$ cat src/rtl/pkt_admit_ctrl_pkg.sv
// Shared definitions for the packet word format and the admission FSM.
// The cache and the downstream stages import the same package.
package pkt_admit_ctrl_pkg;

    localparam int WORD_W  = 134;
    localparam int ID_W    = 8;
    localparam int IDCNT_W = 5;

    // Field positions inside a 134-bit packet word
    localparam int FLAG_HI = 133;
    localparam int FLAG_LO = 132;
    localparam int INV_HI  = 131;
    localparam int INV_LO  = 128;

    localparam int WORD_BYTES_LOG2 = 4;

    typedef enum logic [1:0] {
        FLAG_BAD  = 2'b00,
        FLAG_HEAD = 2'b01,
        FLAG_TAIL = 2'b10,
        FLAG_MID  = 2'b11
    } flag_e;

    typedef enum logic [1:0] {
        ST_IDLE  = 2'd0,
        ST_PASS  = 2'd1,
        ST_DROP  = 2'd2,
        ST_TRUNC = 2'd3
    } state_e;

    function automatic flag_e word_flag(input logic [WORD_W-1:0] word);
        return flag_e'(word[FLAG_HI:FLAG_LO]);
    endfunction

endpackage

$ cat src/rtl/pkt_admit_ctrl_sat_counter.sv
// Event counter that sticks at all-ones instead of wrapping.
module sat_counter #(
    parameter int CNT_W = 32
) (
    input  logic             clk,
    input  logic             rst,
    input  logic             inc,
    output logic [CNT_W-1:0] count
);

    logic [CNT_W-1:0] count_q;
    logic [CNT_W-1:0] count_d;

    always_comb begin
        count_d = count_q;
        if (inc && !(&count_q)) begin
            count_d = count_q + CNT_W'(1);
        end
    end

    // NOTE: sequential state uses non-blocking assignments so every flop samples pre-edge values.
    always_ff @(posedge clk) begin
        if (rst) begin
            count_q <= '0;
        end else begin
            count_q <= count_d;
        end
    end

    assign count = count_q;

endmodule

$ cat src/rtl/pkt_admit_ctrl.sv
// Admission stage in front of the packet data cache: forwards packets that get a buffer ID,
// commits or discards them at the tail, and counts drops and framing errors.
module pkt_admit_ctrl
    import pkt_admit_ctrl_pkg::*;
#(
    parameter int MAX_WORDS = 128,
    parameter int LEN_W     = 12,
    parameter int CNT_W     = 32
) (
    input  logic                    clk,
    input  logic                    rst,
    input  logic                    in_pkt_data_wr,
    input  logic [WORD_W-1:0]       in_pkt_data,
    input  logic [ID_W-1:0]         in_cache_ID,
    input  logic [IDCNT_W-1:0]      in_cache_ID_count,
    output logic                    out_cache_data_wr,
    output logic [WORD_W-1:0]       out_cache_data,
    output logic                    out_cache_valid_wr,
    output logic                    out_cache_valid,
    output logic                    out_desc_wr,
    output logic [ID_W+LEN_W-1:0]   out_desc,
    output logic [CNT_W-1:0]        out_drop_noid_cnt,
    output logic [CNT_W-1:0]        out_drop_long_cnt,
    output logic [CNT_W-1:0]        out_err_fmt_cnt
);

    localparam int                WCNT_W   = $clog2(MAX_WORDS + 1);
    localparam int                DESC_W   = ID_W + LEN_W;
    localparam logic [WCNT_W-1:0] WCNT_MAX = WCNT_W'(MAX_WORDS);

    state_e              state_q,   state_d;
    logic [WCNT_W-1:0]   wcnt_q,    wcnt_d;
    logic [1:0]          pend_q,    pend_d;
    logic                data_wr_q, data_wr_d;
    logic [WORD_W-1:0]   data_q,    data_d;
    logic                vld_wr_q,  vld_wr_d;
    logic                vld_q,     vld_d;
    logic                desc_wr_q, desc_wr_d;
    logic [DESC_W-1:0]   desc_q,    desc_d;

    logic                noid_inc;
    logic                long_inc;
    logic                fmt_inc;
    flag_e               flag;
    logic                id_free;
    logic [LEN_W-1:0]    words_after;
    logic [LEN_W-1:0]    tail_len;

    assign flag = word_flag(in_pkt_data);

    // The cache lowers its free count a couple of cycles after a commit; hide that ID meanwhile.
    assign id_free = in_cache_ID_count > IDCNT_W'(pend_q != 2'd0);

    assign words_after = LEN_W'(wcnt_q) + LEN_W'(1);
    assign tail_len    = (words_after << WORD_BYTES_LOG2) - LEN_W'(in_pkt_data[INV_HI:INV_LO]);

    always_comb begin
        // NOTE: every signal gets a default first so no path through the case infers a latch.
        state_d   = state_q;
        wcnt_d    = wcnt_q;
        pend_d    = (pend_q != 2'd0) ? pend_q - 2'd1 : 2'd0;
        data_wr_d = 1'b0;
        data_d    = data_q;
        vld_wr_d  = 1'b0;
        vld_d     = 1'b0;
        desc_wr_d = 1'b0;
        desc_d    = desc_q;
        noid_inc  = 1'b0;
        long_inc  = 1'b0;
        fmt_inc   = 1'b0;

        if (in_pkt_data_wr) begin
            if (flag == FLAG_BAD) begin
                fmt_inc = 1'b1;
            end else begin
                unique case (state_q)
                    ST_IDLE: begin
                        if (flag != FLAG_HEAD) begin
                            fmt_inc = 1'b1;
                        end else if (id_free) begin
                            data_wr_d = 1'b1;
                            data_d    = in_pkt_data;
                            wcnt_d    = WCNT_W'(1);
                            state_d   = ST_PASS;
                        end else begin
                            noid_inc = 1'b1;
                            state_d  = ST_DROP;
                        end
                    end
                    ST_PASS: begin
                        if (flag == FLAG_HEAD) begin
                            vld_wr_d = 1'b1;
                            fmt_inc  = 1'b1;
                            state_d  = ST_DROP;
                        end else if (wcnt_q == WCNT_MAX) begin
                            // Word MAX_WORDS+1 does not fit the slot; a tail here also ends the packet.
                            vld_wr_d = 1'b1;
                            long_inc = 1'b1;
                            state_d  = (flag == FLAG_TAIL) ? ST_IDLE : ST_TRUNC;
                        end else begin
                            data_wr_d = 1'b1;
                            data_d    = in_pkt_data;
                            wcnt_d    = wcnt_q + WCNT_W'(1);
                            if (flag == FLAG_TAIL) begin
                                vld_wr_d  = 1'b1;
                                vld_d     = 1'b1;
                                desc_wr_d = 1'b1;
                                desc_d    = {in_cache_ID, tail_len};
                                pend_d    = 2'd2;
                                state_d   = ST_IDLE;
                            end
                        end
                    end
                    ST_DROP, ST_TRUNC: begin
                        if (flag == FLAG_TAIL) begin
                            state_d = ST_IDLE;
                        end else if (flag == FLAG_HEAD) begin
                            fmt_inc = 1'b1;
                        end
                    end
                    default: state_d = ST_IDLE;
                endcase
            end
        end
    end

    always_ff @(posedge clk) begin
        if (rst) begin
            state_q   <= ST_IDLE;
            wcnt_q    <= '0;
            pend_q    <= '0;
            data_wr_q <= 1'b0;
            data_q    <= '0;
            vld_wr_q  <= 1'b0;
            vld_q     <= 1'b0;
            desc_wr_q <= 1'b0;
            desc_q    <= '0;
        end else begin
            state_q   <= state_d;
            wcnt_q    <= wcnt_d;
            pend_q    <= pend_d;
            data_wr_q <= data_wr_d;
            data_q    <= data_d;
            vld_wr_q  <= vld_wr_d;
            vld_q     <= vld_d;
            desc_wr_q <= desc_wr_d;
            desc_q    <= desc_d;
        end
    end

    sat_counter #(.CNT_W(CNT_W)) u_noid_cnt (
        .clk   (clk),
        .rst   (rst),
        .inc   (noid_inc),
        .count (out_drop_noid_cnt)
    );

    sat_counter #(.CNT_W(CNT_W)) u_long_cnt (
        .clk   (clk),
        .rst   (rst),
        .inc   (long_inc),
        .count (out_drop_long_cnt)
    );

    sat_counter #(.CNT_W(CNT_W)) u_fmt_cnt (
        .clk   (clk),
        .rst   (rst),
        .inc   (fmt_inc),
        .count (out_err_fmt_cnt)
    );

    assign out_cache_data_wr  = data_wr_q;
    assign out_cache_data     = data_q;
    assign out_cache_valid_wr = vld_wr_q;
    assign out_cache_valid    = vld_q;
    assign out_desc_wr        = desc_wr_q;
    assign out_desc           = desc_q;

endmodule

$ cat config.mk
export PLATFORM = sky130hd
export DESIGN_NAME = pkt_admit_ctrl
export DESIGN_NICKNAME = d
export VERILOG_FILES = /design/src/rtl/pkt_admit_ctrl_pkg.sv /design/src/rtl/pkt_admit_ctrl_sat_counter.sv /design/src/rtl/pkt_admit_ctrl.sv
export SDC_FILE = /design/constraint.sdc
export NUM_CORES = 1
export LEC_CHECK = 0
export CAP_MARGIN = 20
export CORE_MARGIN = 5
export CORE_UTILIZATION = 40
export CTS_BUF_LIST = sky130_fd_sc_hd__clkbuf_8
export CTS_CLUSTER_SIZE = 28
export DETAILED_ROUTE_END_ITERATION = 7
export PLACE_DENSITY = 0.77
export SLEW_MARGIN = 40
export SYNTH_ARGS = -nofsm -noshare
export SYNTH_HDL_FRONTEND = slang
export SYNTH_SLANG_ARGS = --single-unit
export TNS_END_PERCENT = 100
$ cat constraint.sdc
create_clock -name clk -period 3.5 [get_ports clk]
set_input_delay 0.7 -clock clk [delete_from_list [all_inputs] [get_ports clk]]
set_output_delay 0.7 -clock clk [all_outputs]
set_load 0.1 [all_outputs]
== Word-level counts from Yosys, hierarchy flattened ==
Cells that the tools add are included.

* Bits in registers: 265
* Output and inout port bits: 254
* Logic and storage cells: 103

* Add/subtract/negate cells: 7
* $lt $le $gt $ge: 1
* Equality and inequality tests: 11
* Muxes and demuxes: 48
* Bitwise operators: 5
* Reductions and logical operators: 20

{| class="wikitable"
|+ Operators by type and width
! kind !! number
|-
| $mux W134 || 4
|-
| $pmux W134 S2 || 1
|-
| $add A32 B1 Y32 const B || 3
|-
| $reduce_and A32 Y1 || 3
|-
| $mux W8 || 4
|-
| $mux W2 || 13
|-
| $mux W1 || 22
|-
| $add A8 B1 Y8 const B || 2
|-
| $pmux W8 S2 || 1
|-
| $sub A12 B4 Y12 || 1
|-
| $eq A8 B8 Y1 const B || 1
|-
| $ne A2 B2 Y1 const B || 4
|-
| $reduce_and A7 Y1 || 1
|-
| $eq A2 B2 Y1 const B || 3
|-
| $pmux W2 S3 || 1
|-
| $reduce_and A6 Y1 || 1
|-
| $reduce_or A6 Y1 || 1
|-
| $gt A5 B1 Y1 || 1
|-
| $not A1 Y1 || 5
|-
| $eq A2 B1 Y1 const B || 2
|-
| $logic_not A2 Y1 || 2
|-
| $reduce_bool A2 Y1 || 2
|-
| $reduce_or A4 Y1 || 1
|-
| $logic_and A1 B1 Y1 || 3
|-
| 8 further kinds || 10
|}

== Depth between registers and ports, before layout ==
Gate-level depths: netlist of run 1.

* Depth in word-level cells: 8
* Mapped depth: 10
* Depth with buffers taken out: 7

== Cells and area by module ==
A second synthesis of run 1 with hierarchy kept.

* Cells, all modules: 1407
* Area, all modules: 11686.2 µm²

{| class="wikitable"
|+ Modules (own cells, without submodules)
! module !! instances !! cells an instance !! area each (µm²) !! seq. area each (µm²)
|-
| pkt_admit_ctrl || 1 || 821 || 6553.8 || 3383.2
|-
| sat_counter at u_fmt_cnt ... || 2 || 191 || 1721.7 || 640.6
|-
| sat_counter at u_noid_cnt || 1 || 204 || 1689.1 || 640.6
|}

== Least setup slack after synthesis of run 1 ==
Ideal clock, no wire load.

* Path kind: flip-flop to flip-flop
* Start: register u_fmt_cnt.count_q[3] (netlist: u_fmt_cnt.count[3])
* End: register u_fmt_cnt.count_q[28] (netlist: u_fmt_cnt.count[28])
* Setup time: 0.070 ns
* Arrival: 2.960 ns
* Data required time: 3.430 ns
* Setup slack: 0.470 ns
* Cell stages (with the launch flop): 8
* Period minus slack after synthesis: 3.030 ns
* Cell sequence: dfxtp_1 -> and4_1 -> nand4_1 -> clkbuf_1 -> or4b_2 -> clkbuf_1 -> or3_1 -> a21oi_1

* Word-level cells in the longest chain between the ends: 3
* Elaborated cells on any way between the ends: 4
* Classes of those cells: add/sub (1); reduce/logical (3)

{| class="wikitable"
|+ RTL lines
! what !! line !! text
|-
| start, declared || pkt_admit_ctrl_sat_counter.sv:11 || <nowiki>logic [CNT_W-1:0] count_q;</nowiki>
|-
| start signal, assigned || pkt_admit_ctrl_sat_counter.sv:26 || <nowiki>count_q <= count_d;</nowiki>
|-
| branches (longest 3 deep; another with $add A32 B1 Y32) || n/a ||
|}

Several ways; the timed one is not identified.
A chain may end at the register's enable or synchronous reset.

== Worst setup path in the final report of run 1 ==
* Start: register wcnt_q[3]
* End: register u_long_cnt.count_q[29] (netlist: u_long_cnt.count[29])

* Word-level cells in the longest chain between the ends: 7

{| class="wikitable"
|+ RTL lines
! what !! line !! text
|-
| start, declared || pkt_admit_ctrl.sv:32 || <nowiki>logic [WCNT_W-1:0] wcnt_q, wcnt_d;</nowiki>
|-
| start signal, assigned || pkt_admit_ctrl.sv:140 || <nowiki>wcnt_q <= wcnt_d;</nowiki>
|-
| $eq A8 B8 Y1 || pkt_admit_ctrl.sv:95 || <nowiki>end else if (wcnt_q == WCNT_MAX) begin</nowiki>
|-
| $mux W1 || pkt_admit_ctrl.sv:95 ||
|-
| $mux W1 || pkt_admit_ctrl.sv:91 || <nowiki>if (flag == FLAG_HEAD) begin</nowiki>
|-
| $mux W1 || pkt_admit_ctrl.sv:76 || <nowiki>unique case (state_q)</nowiki>
|-
| $mux W1 || pkt_admit_ctrl.sv:73 || <nowiki>if (flag == FLAG_BAD) begin</nowiki>
|-
| $mux W1 || pkt_admit_ctrl.sv:72 || <nowiki>if (in_pkt_data_wr) begin</nowiki>
|-
| $logic_and A1 B1 Y1 || pkt_admit_ctrl_sat_counter.sv:16 || <nowiki>if (inc && !(&count_q)) begin</nowiki>
|-
| end signal, assigned || pkt_admit_ctrl_sat_counter.sv:26 ||
|-
| end, declared || pkt_admit_ctrl_sat_counter.sv:11 ||
|}

No other way between the ends.

==> impl_results.md, run 1 <==
- Setup WS post-layout: 0.540 ns
- Core footprint: 0.0278 mm²
- Yosys warnings: 0
- Sequential fraction of the synthesis area: 47.3%
- Layout cells sized above 1: 21.2%
- Synth unique cells: 58
- Hold path startpoint: pend_q[0]
- Worst Clk Skew: 0.0161 ns
- Startpoint types: flop
- Async SR Flop Fraction: 0%
- # hold bufs at CTS: 0
- Routed WL: 35900 µm
- Critical path's slowest cell: or4b_4
- Crit Path Max Fanout: 16
- Dominant synthesized flop cell: dfxtp_1
- Actual slew at the worst max-slew pin: 0.798 ns
- I/O Buffers: 403
- Die W: approximately 180 µm
- Antenna Nets Post-Route: 0
- Fillers: 2644
- Post-Place Worst Slack: 0.206 ns
- Comb pwr share: 14.1%
- Initial core utilization: between 40% and 50%
- Final #Nets: 1945
- Delay-heaviest family, CP: simple AND/OR/NAND/NOR gates
- PD cells: ~460 mW/mm²
- Max Clock Freq: around 340 MHz
- WP buf/inv: 0
- TritonRoute pass-1 iters: 5
- # rows: 61
- Worst setup EP type: flop
- Launching point of the worst reg2reg path: wcnt_q[3]
- Final period utilization: approximately 85%
- Post-DP HPWL: 25500 µm
- Area grow syn2layout: 39.8%
- Sw Share: around 29%
- Post-synthesis register bit count: 265
- Area of the mapped netlist: 0.0112 mm²
- Hold crit path type: reg -> reg
- WL/cell: roughly 16 µm
- CTS max path bufs: 3
- Sequential group share of total power: a little over two fifths
- Total global routing track utilization: about 22%
- First-pass GRT wire length: 56500 µm
- Final setup fails: 0
- Switching pwr: 2.06 mW
- CP peak stage delay: between 0.6 and 0.7 ns
- RePlAce Congestion: between 0.8 and 0.9
- Post-Syn Instances: between 1000 and 1500
- Reg2reg setup slack: roughly 0.54 ns
- Die Ht: 178 µm
- Drc violations: 0
- Relative slew slack: around 47%
- H-tree Lvls: 2
- Root Buffer: clkbuf_8
- Data required, critical path: ~4.0 ns
- Worst Path Arrival: approximately 3.4 ns
- Vias in the first global route: 10800
- Max_cap viols: 0
- Synth area leader: dfxtp_1
- Drt via density: 5.25
- Peak supply drop: 0.000356 V
- Leak pwr: between 6 and 7 nW
- Clk_lat worst skew: 0.54 ns
- Worst Setup SP: wcnt_q[3]
- Final hold violations: 0
- Largest net degree at the start of global routing: approximately 130
- Initial antenna violation count: 0
- Die area: 0.0315 mm²
- Status: finished clean
- Clock transition at the registers of the reported paths: around 0.06 ns
- # resized after CTS: 0
- ANT cells: 0
- Iter 0 DRT Violations: around 860
- Final Critical Period: roughly 3.0 ns
- Num CTS Buffers: 47
- TritonCTS Sinks: 265
- Synth Area per Inst: 8.00 µm²
- Clock Power Share: 42.2%
- Crit-path cells: or4_4, or4_1, or4b_4, or4_1, a21oi_1
- Sum Neg Setup Slack: 0 ns
- Synth top area cells: dfxtp_1, nand2_1, a21oi_1, clkbuf_1, or3_1
- Most used cell, CP: or4_1
- Syn Nets: 1560
- Routed via count: 11600
- Unrepaired setup endpoints after global routing: false
- I/O pin count: 404
- EDFF count, synth: 0
- Yosys top cell area share: 47.3%
- CTS tree: done
- GRT overflow: 0
- Max Slew Vio Count: 0
- Pint: 5.10 mW
- Critical path type: reg -> reg
- Post-CTS setup buffers: 0
stage by stage:
step                hold slack, ns  cells  utilization (%)  instance area (µm²)  power (mW)
floorplan                    0.415   1403                -                11200        3.87
global placement             0.422   2116             55.4                15400        4.24
detailed placement           0.433   2116             52.7                14600        4.20
CTS                          0.441   2200             56.4                15700        7.26
global route                 0.465   2201             56.5                15700        7.46
finish                       0.439   2201             56.5                15700        7.16
final cells by class:
| class | instances | area (µm²) | share of cell area, % |
|---|---|---|---|
| clock inverters | 19 | 119 | 0.757 |
| clock buffers | 65 | 895 | 5.70 |
| inverters | 19 | 71.3 | 0.454 |
| flip-flops and latches | 265 | 5310 | 33.8 |
| well taps | 378 | 473 | 3.01 |
| repair buffers | 429 | 3280 | 20.9 |
| multi-input cells | 1026 | 5550 | 35.4 |
Yosys cell counts (4+ instances only):
master,count
a2111oi_0,6
a211oi_1,9
a21oi_1,222
a311oi_1,4
a31oi_1,4
and3_1,16
and4_1,15
clkbuf_1,89
dfxtp_1,265
ha_1,7
inv_1,19
mux2_2,8
nand2_1,333
nand2b_1,5
nand3_1,46
nand3b_1,4
nand4_1,30
nor2_1,43
nor2b_1,10
nor3_1,13
nor4_1,18
o211ai_1,4
o21ai_0,49
o31ai_1,32
or2_2,5
or3_1,41
or4_1,34
xnor2_1,19
xor2_1,4
worst paths after layout:
path	to	cells past startpoint
hold reg to reg	pend_q[0]	1
hold / removal	pend_q[0]	1
setup reg to reg	u_long_cnt.count[29]	5
setup / recovery	u_long_cnt.count[29]	5
sequential cells by signal, summed over array words and instances, names as in the netlist:
name,count
out_cache_data_wr,1
u_fmt_cnt.count,32
out_desc_wr,1
u_long_cnt.count,32
out_cache_data,134
out_cache_valid_wr,1
out_desc,20
wcnt_q,8
state_q,2
u_noid_cnt.count,32
pend_q,2
logic make-up after synthesis:
| group | after synthesis | synth area share (%) |
|---|---|---|
| xor+xnor | 23 | 1.79 |
| mux | 11 | 1.07 |
| compound gates | 358 | 18.2 |
| simple gates | 627 | 27.0 |
| fa+ha+maj | 7 | 0.780 |
| flops | 265 | 47.3 |
| buf+inv | 112 | 3.91 |
metal layers:
metal  GRT usage, %  share of wire, %  vias up  routed length [µm]
li1               -                 -     5772                   -
met1           26.3                39     5313               14100
met2           35.9                48      398               17200
met3           6.82               8.8       77                3150
met4           8.28               3.8        0                1360
met5              0                 0        -                   0
layout by cell type, fill, tap and decap left out, types with 4 or more instances in the layout:
cell	synthesis	routed
clkbuf_8	0	66
and4_1	15	15
and3_1	16	16
a211oi_1	9	8
nand2b_1	5	5
xor2_1	4	4
clkdlybuf4s50_1	0	148
a31oi_1	4	4
clkinv_2	0	7
buf_2	0	152
a2111oi_0	6	6
o21ai_0	49	49
dfxtp_1	265	265
or2_2	5	5
o211ai_1	4	4
buf_4	1	123
or3_1	41	41
buf_12	0	5
xnor2_1	19	19
nand3b_1	4	4
nor4_2	0	5
inv_1	19	27
or4_1	34	34
nor4_1	18	13
nor2_1	43	43
nand4_1	30	30
a21oi_1	222	222
o31ai_1	32	32
a311oi_1	4	4
nand2_1	333	333
mux2_2	8	8
ha_1	7	7
nand3_1	46	46
nor2b_1	10	10
nor3_1	13	11
worst reg2reg max path, stage by stage, from the launching register on:
cell	delay, ns
dfxtp_1	0.44
or4_4	0.60
or4_1	0.51
or4b_4	0.67
or4_1	0.50
a21oi_1	0.16
power by group through the flow:
stage	clock network, mW	registers, mW	logic, mW
floorplan	0	3.66	0.214
global placement	0	3.19	1.05
detailed placement	0	3.19	1.01
CTS	3.12	3.13	1.01
global route	3.26	3.13	1.06
finish	3.02	3.13	1.01
(Power assumes the default switching activity.)
==> run 2: changes to the inputs <==
==> constraint.sdc (replaced) <==
create_clock -name clk -period 3.05 [get_ports clk]
set_input_delay 0.61 -clock clk [delete_from_list [all_inputs] [get_ports clk]]
set_output_delay 0.61 -clock clk [all_outputs]
set_load 0.1 [all_outputs]
==> impl_results.md, run 2 (synthesis gave the netlist of run 1 again) <==
- Startpoint types: flop
- Critical path type: reg -> reg
- Placed insts: 2144 (+1.3%)
- Clock transition at the registers of the reported paths: 0.06 ns (about the same)
- Final period utilization: 89.8% (+5.2 points)
- Layout cells sized above 1: 21.9% (+0.66 points)
- RePlAce Congestion: 0.873 (-0.27%)
- Leak pwr: 6.19 nW (+2.6%)
- I/O pin count: 404 (unchanged)
- Routed via count: 11700 (+1.5%)
- Status: finished clean
- Sw Share: 28.2% (-0.66 points)
- Max_cap viols: 0 (unchanged)
- End of the worst hold path: out_cache_data[28]
- Post-CTS setup buffers: 0 (unchanged)
- Launching point of the worst reg2reg path: wcnt_q[6]
- Final hold violations: 0 (unchanged)
- Max Slew Vio Count: 0 (unchanged)
- Total global routing track utilization: 21.9% (+0.27 points)
- Worst Path Arrival: 3.20 ns (-0.22 ns)
- Switching pwr: 2.33 mW (+13%)
- Final setup fails: 0 (unchanged)
- # rows: 61 (unchanged)
- Peak supply drop: 0.000436 V (+22%)
- Drc violations: 0 (unchanged)
- Antenna Nets Post-Route: 0 (unchanged)
- PD cells: 509 mW/mm² (+12%)
- Placed cell area: 0.0153 mm² (+4.2%)
- Final Critical Period: 2.74 ns (-0.221 ns)
- Hold depth: 2 (+1)
- CTS max path bufs: 3 (unchanged)
- H-tree Lvls: 2 (unchanged)
- TritonCTS Sinks: 265 (unchanged)
- Pint: 5.96 mW (+17%)
- Reg2Reg Capture Point: u_long_cnt.count[27]
- CTS tree: done
- Data required, critical path: 3.51 ns (-0.45 ns)
- Clk_lat worst skew: 0.54 ns (about the same)
- Area grow syn2layout: 45.1%
- Post-DP HPWL: 26100 µm (+2.4%)
- Routed WL: 36500 µm (+1.8%)
- I/O Buffers: 403 (unchanged)
- TritonRoute pass-1 iters: 5 (unchanged)
- Worst Clk Skew: 0.0200 ns (+0.00390 ns)
- First-pass GRT wire length: 57400 µm (+1.5%)
- Unrepaired setup endpoints after global routing: false
- Die Ht: 178 µm (unchanged)
- Power, Total: 8.29 mW (+16%)
- Num CTS Buffers: 48 (+2.1%)
- Die W: 178 µm (unchanged)
- GRT overflow: 0 (unchanged)
- Max Clock Freq: 365 MHz (+8.1%)
- Comb pwr share: 14.6% (+0.5 points)
- Worst setup EP type: flop
- Drt via density: 5.27 (+0.27%)
- Design Area, Final: 0.0163 mm² (+3.8%)
- Vias in the first global route: 11300 (+4.9%)
- # resized after CTS: 0 (unchanged)
- Sequential group share of total power: 43.3% (-0.4 points)
- Hold crit path type: reg -> reg
- Worst r2r path cells: 5 (unchanged)
- # hold bufs at CTS: 0 (unchanged)
- Relative slew slack: 57.2% (+10 points)
- Initial antenna violation count: 1 (+1)
- Largest net degree at the start of global routing: 116 (-9.4%)
- Commonest non-fill, non-tap cell in the layout: nand2_1
- Root Buffer: clkbuf_8
- Actual slew at the worst max-slew pin: 0.637 ns (-0.161 ns)
- Iter 0 DRT Violations: 739 (-14%)
- Die area: 0.0315 mm² (unchanged)
- Clock Power Share: 42.1% (about the same)
- Max reg flops: 134 (unchanged)
- WL/cell: 16.4 µm (+0.49%)
- Reg2reg setup slack: 0.31 ns (-0.23 ns)
- Initial core utilization: 40.4% (unchanged)
- Crit Path Max Fanout: 14 (-2)
- Core footprint: 0.0278 mm² (unchanged)
- Hold path startpoint: out_cache_data[28]
- Finished Layout Cells: 2229 (+1.3%)
- Final #Nets: 1973 (+1.4%)
- Most frequent cells in the layout: nand2_1, buf_4, dfxtp_1
- Smallest hold slack: 0.451 ns (+0.0124 ns)
[run 2: cell count changes in the layout (fill, tap and decap cells not counted)]
cell        change
buf_4         +177
buf_2         -152
inv_1           +6
clkbuf_8        -4
buf_12          +2
bufinv_16       +2
clkinvlp_4      -2
nor3_1          +2
nor3_2          -2
clkinv_2        -1
diode_2         +1
inv_6           -1
nor4_1          +1
nor4_2          -1
[run 2: power by group through the flow]
stage | clock, mW | sequential [mW] | combinational (mW)
2_1_floorplan | 0 | 4.20 | 0.246
3_3_place_gp | 0 | 3.66 | 1.21
3_5_place_dp | 0 | 3.66 | 1.21
4_1_cts | 3.60 | 3.59 | 1.22
5_1_grt | 3.76 | 3.60 | 1.27
6_report | 3.49 | 3.59 | 1.21
[run 2: cell type report]
type                    instances  area [µm²]
fillers                      2521       11500
multi-input cells            1026        5540
flip-flops and latches        265        5310
repair buffers                456        3890
clock buffers                  61         840
well taps                     378         473
clock inverters                23         173
inverters                      19        71.3
diodes                          1        2.50
[run 2: layer usage]
metal  wire (µm)  GRT usage, %  vias to the layer above
met5           0             0                        -
met3        3110          7.01                       74
met2       18000          37.7                      402
met4        1230          7.99                        0
met1       14200          25.6                     5449
li1            -             -                     5814
[run 2: how the worst max path moves through the flow]
| stage | slack, ns | endpoint | cells past startpoint | start |
|---|---|---|---|---|
| 2_1_floorplan | 0.02 | u_fmt_cnt.count[28] | 7 | u_fmt_cnt.count[3] |
| 3_3_place_gp | -0.13 | u_long_cnt.count[31] | 6 | in_pkt_data_wr |
| 3_5_place_dp | -0.15 | u_long_cnt.count[27] | 6 | in_pkt_data_wr |
| 4_1_cts | 0.30 | u_long_cnt.count[27] | 5 | wcnt_q[6] |
| 5_1_grt | 0.24 | u_long_cnt.count[29] | 5 | wcnt_q[6] |
| 6_report | 0.31 | u_long_cnt.count[27] | 5 | wcnt_q[6] |
[run 2: worst max-delay path, cell delays in order (launching register included)]
cell	delay, ns
dfxtp_1	0.31
or4_4	0.57
or4_1	0.50
or4b_4	0.65
or4_1	0.49
a21oi_1	0.15
[run 2: stage by stage]
stage                     util, %  TNS (ns)  setup slack, ns
after floorplan                 -         0           0.0195
after global placement       54.9    -0.512           -0.128
after detailed placement     54.9    -0.631           -0.146
after CTS                    58.6         0            0.297
after global routing         58.6         0            0.242
final                        58.6         0            0.311
